[src/rtl/axil_reg_target.sv]
// AXI4-Lite register target: NREG byte-strobed 32-bit registers exported to control logic.
// Latency: write commits one edge after both AW and W are held; read data one edge after AR.
// Backpressure: AW/W stall while a B response is pending, AR stalls while R is pending.
module axil_reg_target #(
    parameter int          NREG      = 16,
    parameter int          ADDR_BITS = 8,
    parameter logic [31:0] RESET_VAL = 32'h0
) (
    input  logic                 ACLK,
    input  logic                 ARESET,
    input  logic [31:0]          S_AXI_AWADDR,
    input  logic [2:0]           S_AXI_AWPROT,
    input  logic                 S_AXI_AWVALID,
    output logic                 S_AXI_AWREADY,
    input  logic [31:0]          S_AXI_WDATA,
    input  logic [3:0]           S_AXI_WSTRB,
    input  logic                 S_AXI_WVALID,
    output logic                 S_AXI_WREADY,
    output logic [1:0]           S_AXI_BRESP,
    output logic                 S_AXI_BVALID,
    input  logic                 S_AXI_BREADY,
    input  logic [31:0]          S_AXI_ARADDR,
    input  logic [2:0]           S_AXI_ARPROT,
    input  logic                 S_AXI_ARVALID,
    output logic                 S_AXI_ARREADY,
    output logic [31:0]          S_AXI_RDATA,
    output logic [1:0]           S_AXI_RRESP,
    output logic                 S_AXI_RVALID,
    input  logic                 S_AXI_RREADY,
    output logic [NREG*32-1:0]   REG_OUT,
    output logic [NREG-1:0]      WR_PULSE
);
    localparam int            IW       = ADDR_BITS - 2;
    localparam logic [IW:0]   NREG_LIM = (IW+1)'(NREG);
    localparam logic [1:0]    OKAY     = 2'b00;
    localparam logic [1:0]    SLVERR   = 2'b10;

    logic          aw_full, w_full, bvalid, rvalid;
    logic [IW-1:0] aw_idx, ar_idx;
    logic [31:0]   w_dat, rdata, rd_val;
    logic [3:0]    w_strb;
    logic [1:0]    bresp, rresp;
    logic          aw_hs, w_hs, ar_hs, commit, aw_mapped, ar_mapped;
    logic [NREG*32-1:0] reg_flat;

    assign S_AXI_AWREADY = !ARESET && !aw_full && !bvalid;
    assign S_AXI_WREADY  = !ARESET && !w_full && !bvalid;
    assign S_AXI_ARREADY = !ARESET && !rvalid;
    assign S_AXI_BVALID  = bvalid;
    assign S_AXI_BRESP   = bresp;
    assign S_AXI_RVALID  = rvalid;
    assign S_AXI_RDATA   = rdata;
    assign S_AXI_RRESP   = rresp;
    assign REG_OUT       = reg_flat;

    assign aw_hs     = S_AXI_AWVALID && S_AXI_AWREADY;
    assign w_hs      = S_AXI_WVALID && S_AXI_WREADY;
    assign ar_hs     = S_AXI_ARVALID && S_AXI_ARREADY;
    assign commit    = aw_full && w_full && !bvalid;
    assign ar_idx    = S_AXI_ARADDR[ADDR_BITS-1:2];
    assign aw_mapped = {1'b0, aw_idx} < NREG_LIM;
    assign ar_mapped = {1'b0, ar_idx} < NREG_LIM;

    // Upper address bits alias the window; byte offset and PROT carry no meaning here.
    logic unused_ok;
    assign unused_ok = ^{S_AXI_AWPROT, S_AXI_ARPROT, S_AXI_AWADDR[31:ADDR_BITS],
                         S_AXI_AWADDR[1:0], S_AXI_ARADDR[31:ADDR_BITS], S_AXI_ARADDR[1:0]};

    always_ff @(posedge ACLK or posedge ARESET) begin
        if (ARESET) begin
            aw_full <= 1'b0;
            aw_idx  <= '0;
            w_full  <= 1'b0;
            w_dat   <= '0;
            w_strb  <= '0;
            bvalid  <= 1'b0;
            bresp   <= OKAY;
        end else begin
            if (aw_hs) begin
                aw_full <= 1'b1;
                aw_idx  <= S_AXI_AWADDR[ADDR_BITS-1:2];
            end
            if (w_hs) begin
                w_full <= 1'b1;
                w_dat  <= S_AXI_WDATA;
                w_strb <= S_AXI_WSTRB;
            end
            if (commit) begin
                aw_full <= 1'b0;
                w_full  <= 1'b0;
                bvalid  <= 1'b1;
                bresp   <= aw_mapped ? OKAY : SLVERR;
            end else if (bvalid && S_AXI_BREADY) begin
                bvalid <= 1'b0;
            end
        end
    end

    for (genvar k = 0; k < NREG; k++) begin : g_reg
        logic [31:0] r;
        logic        pulse;
        logic        hit;

        // An index below NREG is mapped by construction, so no separate range check.
        assign hit = commit && (aw_idx == IW'(k));

        always_ff @(posedge ACLK or posedge ARESET) begin
            if (ARESET) begin
                r     <= RESET_VAL;
                pulse <= 1'b0;
            end else begin
                pulse <= hit;
                if (hit) begin
                    for (int b = 0; b < 4; b++) begin
                        if (w_strb[b]) r[8*b +: 8] <= w_dat[8*b +: 8];
                    end
                end
            end
        end

        assign reg_flat[32*k +: 32] = r;
        assign WR_PULSE[k]          = pulse;
    end

    always_comb begin
        rd_val = '0;
        for (int k = 0; k < NREG; k++) begin
            if (ar_idx == IW'(k)) rd_val = reg_flat[32*k +: 32];
        end
    end

    always_ff @(posedge ACLK or posedge ARESET) begin
        if (ARESET) begin
            rvalid <= 1'b0;
            rdata  <= '0;
            rresp  <= OKAY;
        end else if (ar_hs) begin
            rvalid <= 1'b1;
            rdata  <= rd_val;
            rresp  <= ar_mapped ? OKAY : SLVERR;
        end else if (rvalid && S_AXI_RREADY) begin
            rvalid <= 1'b0;
        end
    end
endmodule

[config.mk]
export PLATFORM = sky130hd
export DESIGN_NAME = axil_reg_target
export DESIGN_NICKNAME = d
export VERILOG_FILES = /design/src/rtl/axil_reg_target.sv
export SDC_FILE = /design/constraint.sdc
export NUM_CORES = 1
export LEC_CHECK = 0
export CAP_MARGIN = 25
export CORE_AREA = 2 2 267 269
export CTS_CLUSTER_DIAMETER = 40
export DETAILED_ROUTE_END_ITERATION = 12
export DIE_AREA = 0 0 269 271
export GPL_TIMING_DRIVEN = 0
export PLACE_DENSITY = 0.72
export SETUP_SLACK_MARGIN = 0.4
export SYNTH_ARGS = -nofsm -noshare
export SYNTH_HDL_FRONTEND = slang
export SYNTH_SLANG_ARGS = --single-unit
[constraint.sdc]
create_clock -name ACLK -period 40.7 [get_ports ACLK]
set_clock_uncertainty 0.2 [all_clocks]
set_input_delay 6.105 -clock ACLK [delete_from_list [all_inputs] [get_ports ACLK]]
set_output_delay 6.105 -clock ACLK [all_outputs]
set_load 0.01 [all_outputs]
==> metrics, run 1 <==
Post-synth ARST share=1.000; routed wirelength normalized by instance count=37.79 um; final number of setup-violating endpoints=0; P per Cell Area=60.77 nW/um^2; area used by multi-input combinational logic=11,950 um^2; starting density of the core=0.4004; Post-CTS Setup Inserts=0; clock edge transition at the registers on the reported setup and hold paths=0.05 ns; Longest Clk Path Bufs=3; CTS tree=built; Setup TNS=0 ns; Clock H-tree levels=3; share of synthesized area spent on multiplexers=0.2753; simple-gate share of the synthesized area=0.06013; Period Utilization, post-route=0.3468; core area=about 70,000 um^2; met3 usage=0.1481; most frequent CP cell=sky130_fd_sc_hd__clkdlybuf4s50_1; distinct cell type count after synthesis=77; grt total ovfl=0; die area=around 73,000 um^2; Cells after Synth=between 2,000 and 2,500; run status=complete, no violations; setup slack after layout=~27 ns; register bit count reported by yosys=608; critical path's largest stage delay=0.74 ns; met1 track demand over resource=0.4838; final std cells w/o fill=3,865; Core Rows=97; worst-path fanout max=5; setup repair after global routing missed its margin=no; sequential area share after synthesis=0.5444; buffer cell driving the clock tree root=sky130_fd_sc_hd__clkbuf_16; placed cell count=3,677; x dimension of the die=about 270 um; family with the most delay on the worst path=buffers and inverters; pin count of the biggest net entering global routing=133; drc violations=0; compound-gate portion of the synthesized area=0.09169; count of hold buffers inserted by post-cts repair=0; TritonCTS buffer count=95; cells along the critical path=clkdlybuf4s50_1, nor3_1, clkdlybuf4s50_1; Critical path buffers and inverters=2; layout cell share with drive strength beyond 1=0.3322; first-pass GRT wire length=between 150,000 and 200,000 um; Most used DFF post-synth=sky130_fd_sc_hd__dfrtp_1; worst skew pair latency=0.65 ns; cell at the slowest stage of the critical path=sky130_fd_sc_hd__clkdlybuf4s50_1; worst hold path type=reg -> reg; final hold violations=0; average via count per standard cell=6.306; critical path launch point type=input pin; maximum clock frequency=70.84 MHz; Peak supply drop=0.04422 mV; dominant combinational cell family by area after synthesis=multiplexers; number of max-slew violations in the final report=0; Req. time, crit path=34.39 ns; average size of a mapped cell=13.29 um^2; Iter 0 DRT Violations=2,812; Syn-to-layout area delta=39.99%; post-CTS resize count=0; worst-case headroom to the max-slew limit=0.1790; post-route minimum period=14.12 ns; kind of critical path=in -> out; TritonCTS sink count=608; leakage dissipation=17.79 nW; number of nets in the final layout=2,954; vias in the first global route=24,430; transition time at the pin with the least slew margin=1.231 ns; number of antenna violations at the first check in global routing=13; number of enable flip-flop cells after synthesis=0; quantity of I/O buffers inserted on ports=620; number of iterations in the first detailed-routing pass=8; placer's final routability congestion estimate=0.9685; Die Span Y=271 um; type of element capturing the critical path=output pin; Data arrival, critical path=7.81 ns; Detailed Route WL=146,100 um; yosys synthesis warning count=0; post-route antenna net violation count=0; vias post-DR=24,370; adder-cell share of the synthesized area=0; post-synthesis xor/xnor area fraction=0; busiest metal layer after global routing=met2; worst setup slack after placement=26.53 ns; footprint of the flip-flops and latches=between 15,000 and 20,000 um^2; GR Util All Layers=0.3943; total power of the final layout=about 0.0024 W; sum of net half-perimeters after detailed placement=approximately 110,000 um; post-synthesis cell area=27,950 um^2; Max-cap violations=0; number of filler instances in the final layout=5,665; met2 GRT Util=0.5882; I/O pin count=just under 700; worst hold slack across all endpoints=around 0.31 ns
==> final cells by class <==
type / count / share of cell area
multi-input cells: 1328 / 0.3055
clock buffers: 111 / 0.06598
flip-flops and latches: 608 / 0.3889
repair buffers: 641 / 0.1676
well taps: 940 / 0.03006
plain buffers: 159 / 0.01945
inverters: 8 / 0.0009595
diodes: 5 / 0.0003198
clock inverters: 65 / 0.02127
==> cells in the mapped netlist, types with 4 or more instances <==
library cell / number / share of area
sky130_fd_sc_hd__dfrtp_1: 608 / 0.54
sky130_fd_sc_hd__mux2_2: 577 / 0.23
sky130_fd_sc_hd__clkbuf_1: 70 / 0.0094
sky130_fd_sc_hd__nor2_1: 69 / 0.0093
sky130_fd_sc_hd__nand2_1: 66 / 0.0089
sky130_fd_sc_hd__a21oi_1: 63 / 0.011
sky130_fd_sc_hd__buf_2: 59 / 0.011
sky130_fd_sc_hd__o21ai_0: 57 / 0.010
sky130_fd_sc_hd__nand2_2: 52 / 0.012
sky130_fd_sc_hd__mux2i_1: 43 / 0.015
sky130_fd_sc_hd__o22ai_1: 33 / 0.0074
sky130_fd_sc_hd__mux4_2: 30 / 0.024
sky130_fd_sc_hd__buf_4: 22 / 0.0059
sky130_fd_sc_hd__a221oi_1: 20 / 0.0063
sky130_fd_sc_hd__nand3_1: 20 / 0.0036
sky130_fd_sc_hd__a22oi_1: 18 / 0.0048
sky130_fd_sc_hd__a2bb2oi_1: 17 / 0.0053
sky130_fd_sc_hd__o221ai_1: 15 / 0.0047
sky130_fd_sc_hd__a211oi_1: 14 / 0.0038
sky130_fd_sc_hd__nand2b_1: 13 / 0.0029
sky130_fd_sc_hd__nor2_2: 13 / 0.0029
sky130_fd_sc_hd__a22o_1: 11 / 0.0034
sky130_fd_sc_hd__a31oi_1: 11 / 0.0025
sky130_fd_sc_hd__o211ai_1: 11 / 0.0030
sky130_fd_sc_hd__nor2b_1: 10 / 0.0022
sky130_fd_sc_hd__nor3_1: 10 / 0.0018
sky130_fd_sc_hd__o2bb2ai_1: 10 / 0.0031
sky130_fd_sc_hd__and2_1: 9 / 0.0020
sky130_fd_sc_hd__a32oi_1: 8 / 0.0025
sky130_fd_sc_hd__mux2_1: 8 / 0.0032
sky130_fd_sc_hd__buf_1: 7 / 0.00094
sky130_fd_sc_hd__inv_1: 7 / 0.00094
sky130_fd_sc_hd__o32ai_1: 7 / 0.0022
sky130_fd_sc_hd__or3_1: 7 / 0.0016
sky130_fd_sc_hd__a221o_1: 6 / 0.0021
sky130_fd_sc_hd__a32o_1: 6 / 0.0021
sky130_fd_sc_hd__and3_1: 6 / 0.0013
sky130_fd_sc_hd__nand4_1: 6 / 0.0013
sky130_fd_sc_hd__o21a_1: 6 / 0.0016
sky130_fd_sc_hd__o221a_2: 6 / 0.0024
sky130_fd_sc_hd__a311oi_1: 5 / 0.0016
sky130_fd_sc_hd__a21o_1: 4 / 0.0011
sky130_fd_sc_hd__nor3_4: 4 / 0.0023
sky130_fd_sc_hd__o31ai_1: 4 / 0.0011
==> worst reg2reg max path, stage by stage, from the launching register on <==
cell and delay [ns]:
sky130_fd_sc_hd__dfrtp_1 0.41, sky130_fd_sc_hd__nor3b_2 0.74, sky130_fd_sc_hd__clkbuf_1 0.89, sky130_fd_sc_hd__clkbuf_1 0.96
sky130_fd_sc_hd__o21ai_0 0.23, sky130_fd_sc_hd__o21ai_0 0.20
==> per-layer routing <==
metal | vias to the layer above | wire (um)
li1 | 9374 | -
met2 | 1906 | 63720
met4 | 14 | 10570
met1 | 12550 | 53630
met3 | 532 | 18030
met5 | - | 104
==> stage by stage <==
step | instance area [um^2] | util
floorplan | 27950 | -
global placement | 35330 | 0.5063
detailed placement | 35600 | 0.5102
CTS | 39020 | 0.5591
global route | 39110 | 0.5604
finish | 39120 | 0.5606
==> layout by cell type, fill, tap and decap left out, drive strengths merged, types with 10 or more instances in the layout <==
cell type,n
o2bb2ai,10
a22o,11
nor2b,10
nor3,14
nand3,20
bufinv,14
clkdlybuf4s50,620
nand2,118
a31oi,11
inv,23
clkbuf,181
a211oi,14
mux2i,43
o22ai,33
buf,110
nor2,83
dfrtp,608
o211ai,11
o221ai,15
nand2b,13
mux4,30
mux2,585
a21oi,63
a22oi,18
a221oi,20
a2bb2oi,17
clkinvlp,13
o21ai,59
clkinv,23
==> sequential cells by signal, summed over array words and instances, names as in the netlist <==
| register | count |
|---|---|
| S_AXI_BRESP | 1 |
| S_AXI_BVALID | 1 |
| S_AXI_RDATA | 32 |
| S_AXI_RRESP | 1 |
| S_AXI_RVALID | 1 |
| aw_full | 1 |
| aw_idx | 6 |
| g.pulse | 16 |
| g.r | 512 |
| w_dat | 32 |
| w_full | 1 |
| w_strb | 4 |
==> cell families (layout without fill, tap and decap cells) <==
group                  after synthesis  count (layout)
multiplexers                       658             658
AND/OR/NAND/NOR                    308             308
buffers and inverters              167             984
flip-flops                         608             608
AO/OA/AOI/OAI                      360             360
other                                1               7
==> worst paths after layout <==
kind / to / from / cells after the start / slack (ns)
max reg2reg: S_AXI_RDATA[7]$_DFFE_PP0P_ / S_AXI_RVALID$_DFFE_PP0P_ / 5 / 36.99
max in group asynchronous: g_reg[1].r[29]$_DFFE_PP0P_ / ARESET / 5 / 32.16
min in group asynchronous: S_AXI_RVALID$_DFFE_PP0P_ / ARESET / 2 / 6.19
max: S_AXI_AWREADY / ARESET / 3 / 26.58
min: S_AXI_RDATA[15]$_DFFE_PP0P_ / S_AXI_RDATA[15]$_DFFE_PP0P_ / 1 / 0.31
min reg2reg: S_AXI_RDATA[15]$_DFFE_PP0P_ / S_AXI_RDATA[15]$_DFFE_PP0P_ / 1 / 0.31
==> power by group <==
| group | switching, W | internal, W | total, W |
|---|---|---|---|
| sequential | 0.000157 | 0.000726 | 0.000883 |
| clock | 0.000320 | 0.000549 | 0.000869 |
| combinational | 0.000314 | 0.000310 | 0.000625 |
Power figures use the tool's default switching activity.
==> run 2, diff against run 1 <==
- CORE_AREA: 2 2 267 269 -> 2 2 268 270
- DIE_AREA: 0 0 269 271 -> 0 0 270 272
- PLACE_DENSITY: 0.72 -> 0.74
- clock period: 40.7 -> 12.3 ns (I/O delays scaled with it)
==> run 2 against run 1 <==
  * Clock-buffer cell count down 3
  * Wire length up 0.32%
  * Sequential power grew to 3.3 times the previous value
  * Flip-flop and latch count unchanged
  * First-iteration DRC count is 6.2% higher
  * Core utilization fell by 0.51 points
  * Die area rose by 0.74%
  * Setup slack worse by 20 ns
==> metrics, run 2 (same netlist as run 1, synthesis figures left out) <==
Data arrival, critical path=3.52 ns (-4.29 ns); critical path launch point type=input pin; Post-CTS Setup Inserts=0 (unchanged); Max-cap violations=0 (unchanged); Req. time, crit path=10.26 ns (-24.13 ns); kind of critical path=in -> out; TritonCTS sink count=608 (unchanged); number of antenna violations at the first check in global routing=12 (-1); type of element capturing the critical path=output pin; worst-case headroom to the max-slew limit=0.1717 (-0.007292); utilization after layout=0.5555 (-0.005097); number of flip-flops in the largest register=512 (unchanged); drc violations=0 (unchanged); capture instance of the worst register-to-register path=S_AXI_RDATA[21]$_DFFE_PP0P_; placer's final routability congestion estimate=0.9647 (-0.39%); average via count per standard cell=6.292 (-0.21%); most common cell after layout, fill and taps aside=sky130_fd_sc_hd__clkdlybuf4s50_1; Syn-to-layout area delta=40.64%; commonest cells after routing, fill and taps aside=sky130_fd_sc_hd__clkdlybuf4s50_1 (620), sky130_fd_sc_hd__dfrtp_1 (608), sky130_fd_sc_hd__mux2_2 (577); post-CTS resize count=0 (unchanged); Period Utilization, post-route=0.4522; launch point of the critical path=ARESET; setup slack after layout=6.738 ns (-19.85 ns); pin count of the biggest net entering global routing=45 (-66%); worst-case register-to-register setup slack=8.56 ns (-28.43 ns); footprint of the flip-flops and latches=15,210 um^2 (unchanged); clock edge transition at the registers on the reported setup and hold paths=0.05 ns (about the same); final number of setup-violating endpoints=0 (unchanged); finished layout cell area=39,300 um^2 (+0.46%); post-route minimum period=5.562 ns; routed wirelength normalized by instance count=37.79 um (about the same); Core Rows=98 (+1.0%); Peak supply drop=0.1310 mV (+200%); core area=70,750 um^2 (+1.4%); count of hold buffers inserted by post-cts repair=0 (unchanged); Die Span Y=272 um (+0.37%); Iter 0 DRT Violations=2,986 (+6.2%); maximum clock frequency=179.8 MHz; CP endpoint=S_AXI_AWREADY; run status=complete, no violations; number of nets in the final layout=2,967 (+0.44%); starting density of the core=0.3950 (-0.005460); ant diodes=0 (-5); vias post-DR=24,400 (+0.098%); TritonCTS buffer count=94 (-1.1%); area used by multi-input combinational logic=11,950 um^2 (about the same); quantity of I/O buffers inserted on ports=620 (unchanged); post-route antenna net violation count=0 (unchanged); grt total ovfl=0 (unchanged); I/O pin count=682 (unchanged); number of max-slew violations in the final report=0 (unchanged); die area=73,440 um^2 (+0.74%); setup repair after global routing missed its margin=no; vias in the first global route=24,640 (+0.87%); layout cell share with drive strength beyond 1=0.3338 (+0.001597); worst-path fanout max=5 (unchanged); Clock H-tree levels=3 (unchanged); placed standard-cell area=35,920 um^2 (+0.89%); P per Cell Area=200.0 nW/um^2 (+230%); x dimension of the die=270 um (+0.37%); worst setup slack after placement=6.493 ns (-20.04 ns); sum of net half-perimeters after detailed placement=106,600 um (+1.4%); first-pass GRT wire length=198,800 um (+0.59%); R2R cell count=5 (unchanged); final hold violations=0 (unchanged); leakage dissipation=17.88 nW (+0.48%); transition time at the pin with the least slew margin=1.242 ns (+0.01094 ns); worst hold path type=reg -> reg; Longest Clk Path Bufs=3 (unchanged); buffer cell driving the clock tree root=sky130_fd_sc_hd__clkbuf_16; reg-to-reg critical path startpoint=S_AXI_RVALID$_DFFE_PP0P_; GR Util All Layers=0.3903 (-0.003990); Detailed Route WL=146,500 um (+0.32%); register containing the most flip-flops in the final layout=g.r; worst skew pair latency=0.65 ns (about the same); number of iterations in the first detailed-routing pass=6 (-2); CTS tree=built; number of filler instances in the final layout=5,884 (+3.9%)
## run 2: cell types whose count changed in the layout (fill, tap and decap cells not counted), moves of 3 or more
| cell | change |
|---|---|
| sky130_fd_sc_hd__buf_12 | +16 |
| sky130_fd_sc_hd__buf_16 | -3 |
| sky130_fd_sc_hd__clkinv_2 | -4 |
| sky130_fd_sc_hd__clkinvlp_4 | -3 |
| sky130_fd_sc_hd__diode_2 | -5 |
| sky130_fd_sc_hd__inv_6 | +5 |
## run 2: where the power goes
group          switching, W  total (W)  internal (W)
Sequential         0.000525    0.00293       0.00240
Combinational       0.00104    0.00207       0.00104
Clock               0.00106    0.00286       0.00180
Total               0.00262    0.00786       0.00524
## run 2: worst min-delay path by stage
stage                                start                     endpoint  slack [ns]  cells after the start
2_1_floorplan        aw_idx[5]$_DFFE_PP0P_        aw_idx[5]$_DFFE_PP0P_        0.28                      1
3_3_place_gp   S_AXI_RDATA[24]$_DFFE_PP0P_  S_AXI_RDATA[24]$_DFFE_PP0P_        0.28                      1
3_5_place_dp    S_AXI_RDATA[6]$_DFFE_PP0P_   S_AXI_RDATA[6]$_DFFE_PP0P_        0.29                      1
4_1_cts              aw_idx[4]$_DFFE_PP0P_        aw_idx[4]$_DFFE_PP0P_        0.31                      1
5_1_grt        S_AXI_RDATA[24]$_DFFE_PP0P_  S_AXI_RDATA[24]$_DFFE_PP0P_        0.32                      1
6_report             aw_idx[4]$_DFFE_PP0P_        aw_idx[4]$_DFFE_PP0P_        0.31                      1
## run 2: stage by stage
stage,setup TNS [ns],std cells,hold slack [ns],power (W)
3_3_place_gp,-1155.65,3673,0.2787,0.004888
3_5_place_dp,0,3706,0.2878,0.004970
2_1_floorplan,0,2103,0.2814,0.003655
5_1_grt,0,3877,0.3235,0.008065
4_1_cts,0,3875,0.3088,0.007812
6_report,0,3877,0.3086,0.007859
## run 2: worst max-delay path, stage by stage
cell and delay, ns:
sky130_fd_sc_hd__clkdlybuf4s50_1 0.73, sky130_fd_sc_hd__nor3_1 0.34, sky130_fd_sc_hd__clkdlybuf4s50_1 0.60
## run 2: final cells by class
type	instances	share of cell area
well taps	950	0.03024
clock inverters	61	0.02155
plain buffers	159	0.01936
multi-input cells	1328	0.3042
repair buffers	655	0.1729
clock buffers	108	0.06380
inverters	8	0.0008596
flip-flops and latches	608	0.3871
## run 2: layer usage
layer  up-vias  wire length, um  GRT usage
li1       9407                -          -
met5         -               88          0
met1     12450            53960     0.4779
met2      1950            63700     0.5875
met4        16            10640     0.2342
met3       576            18130     0.1471
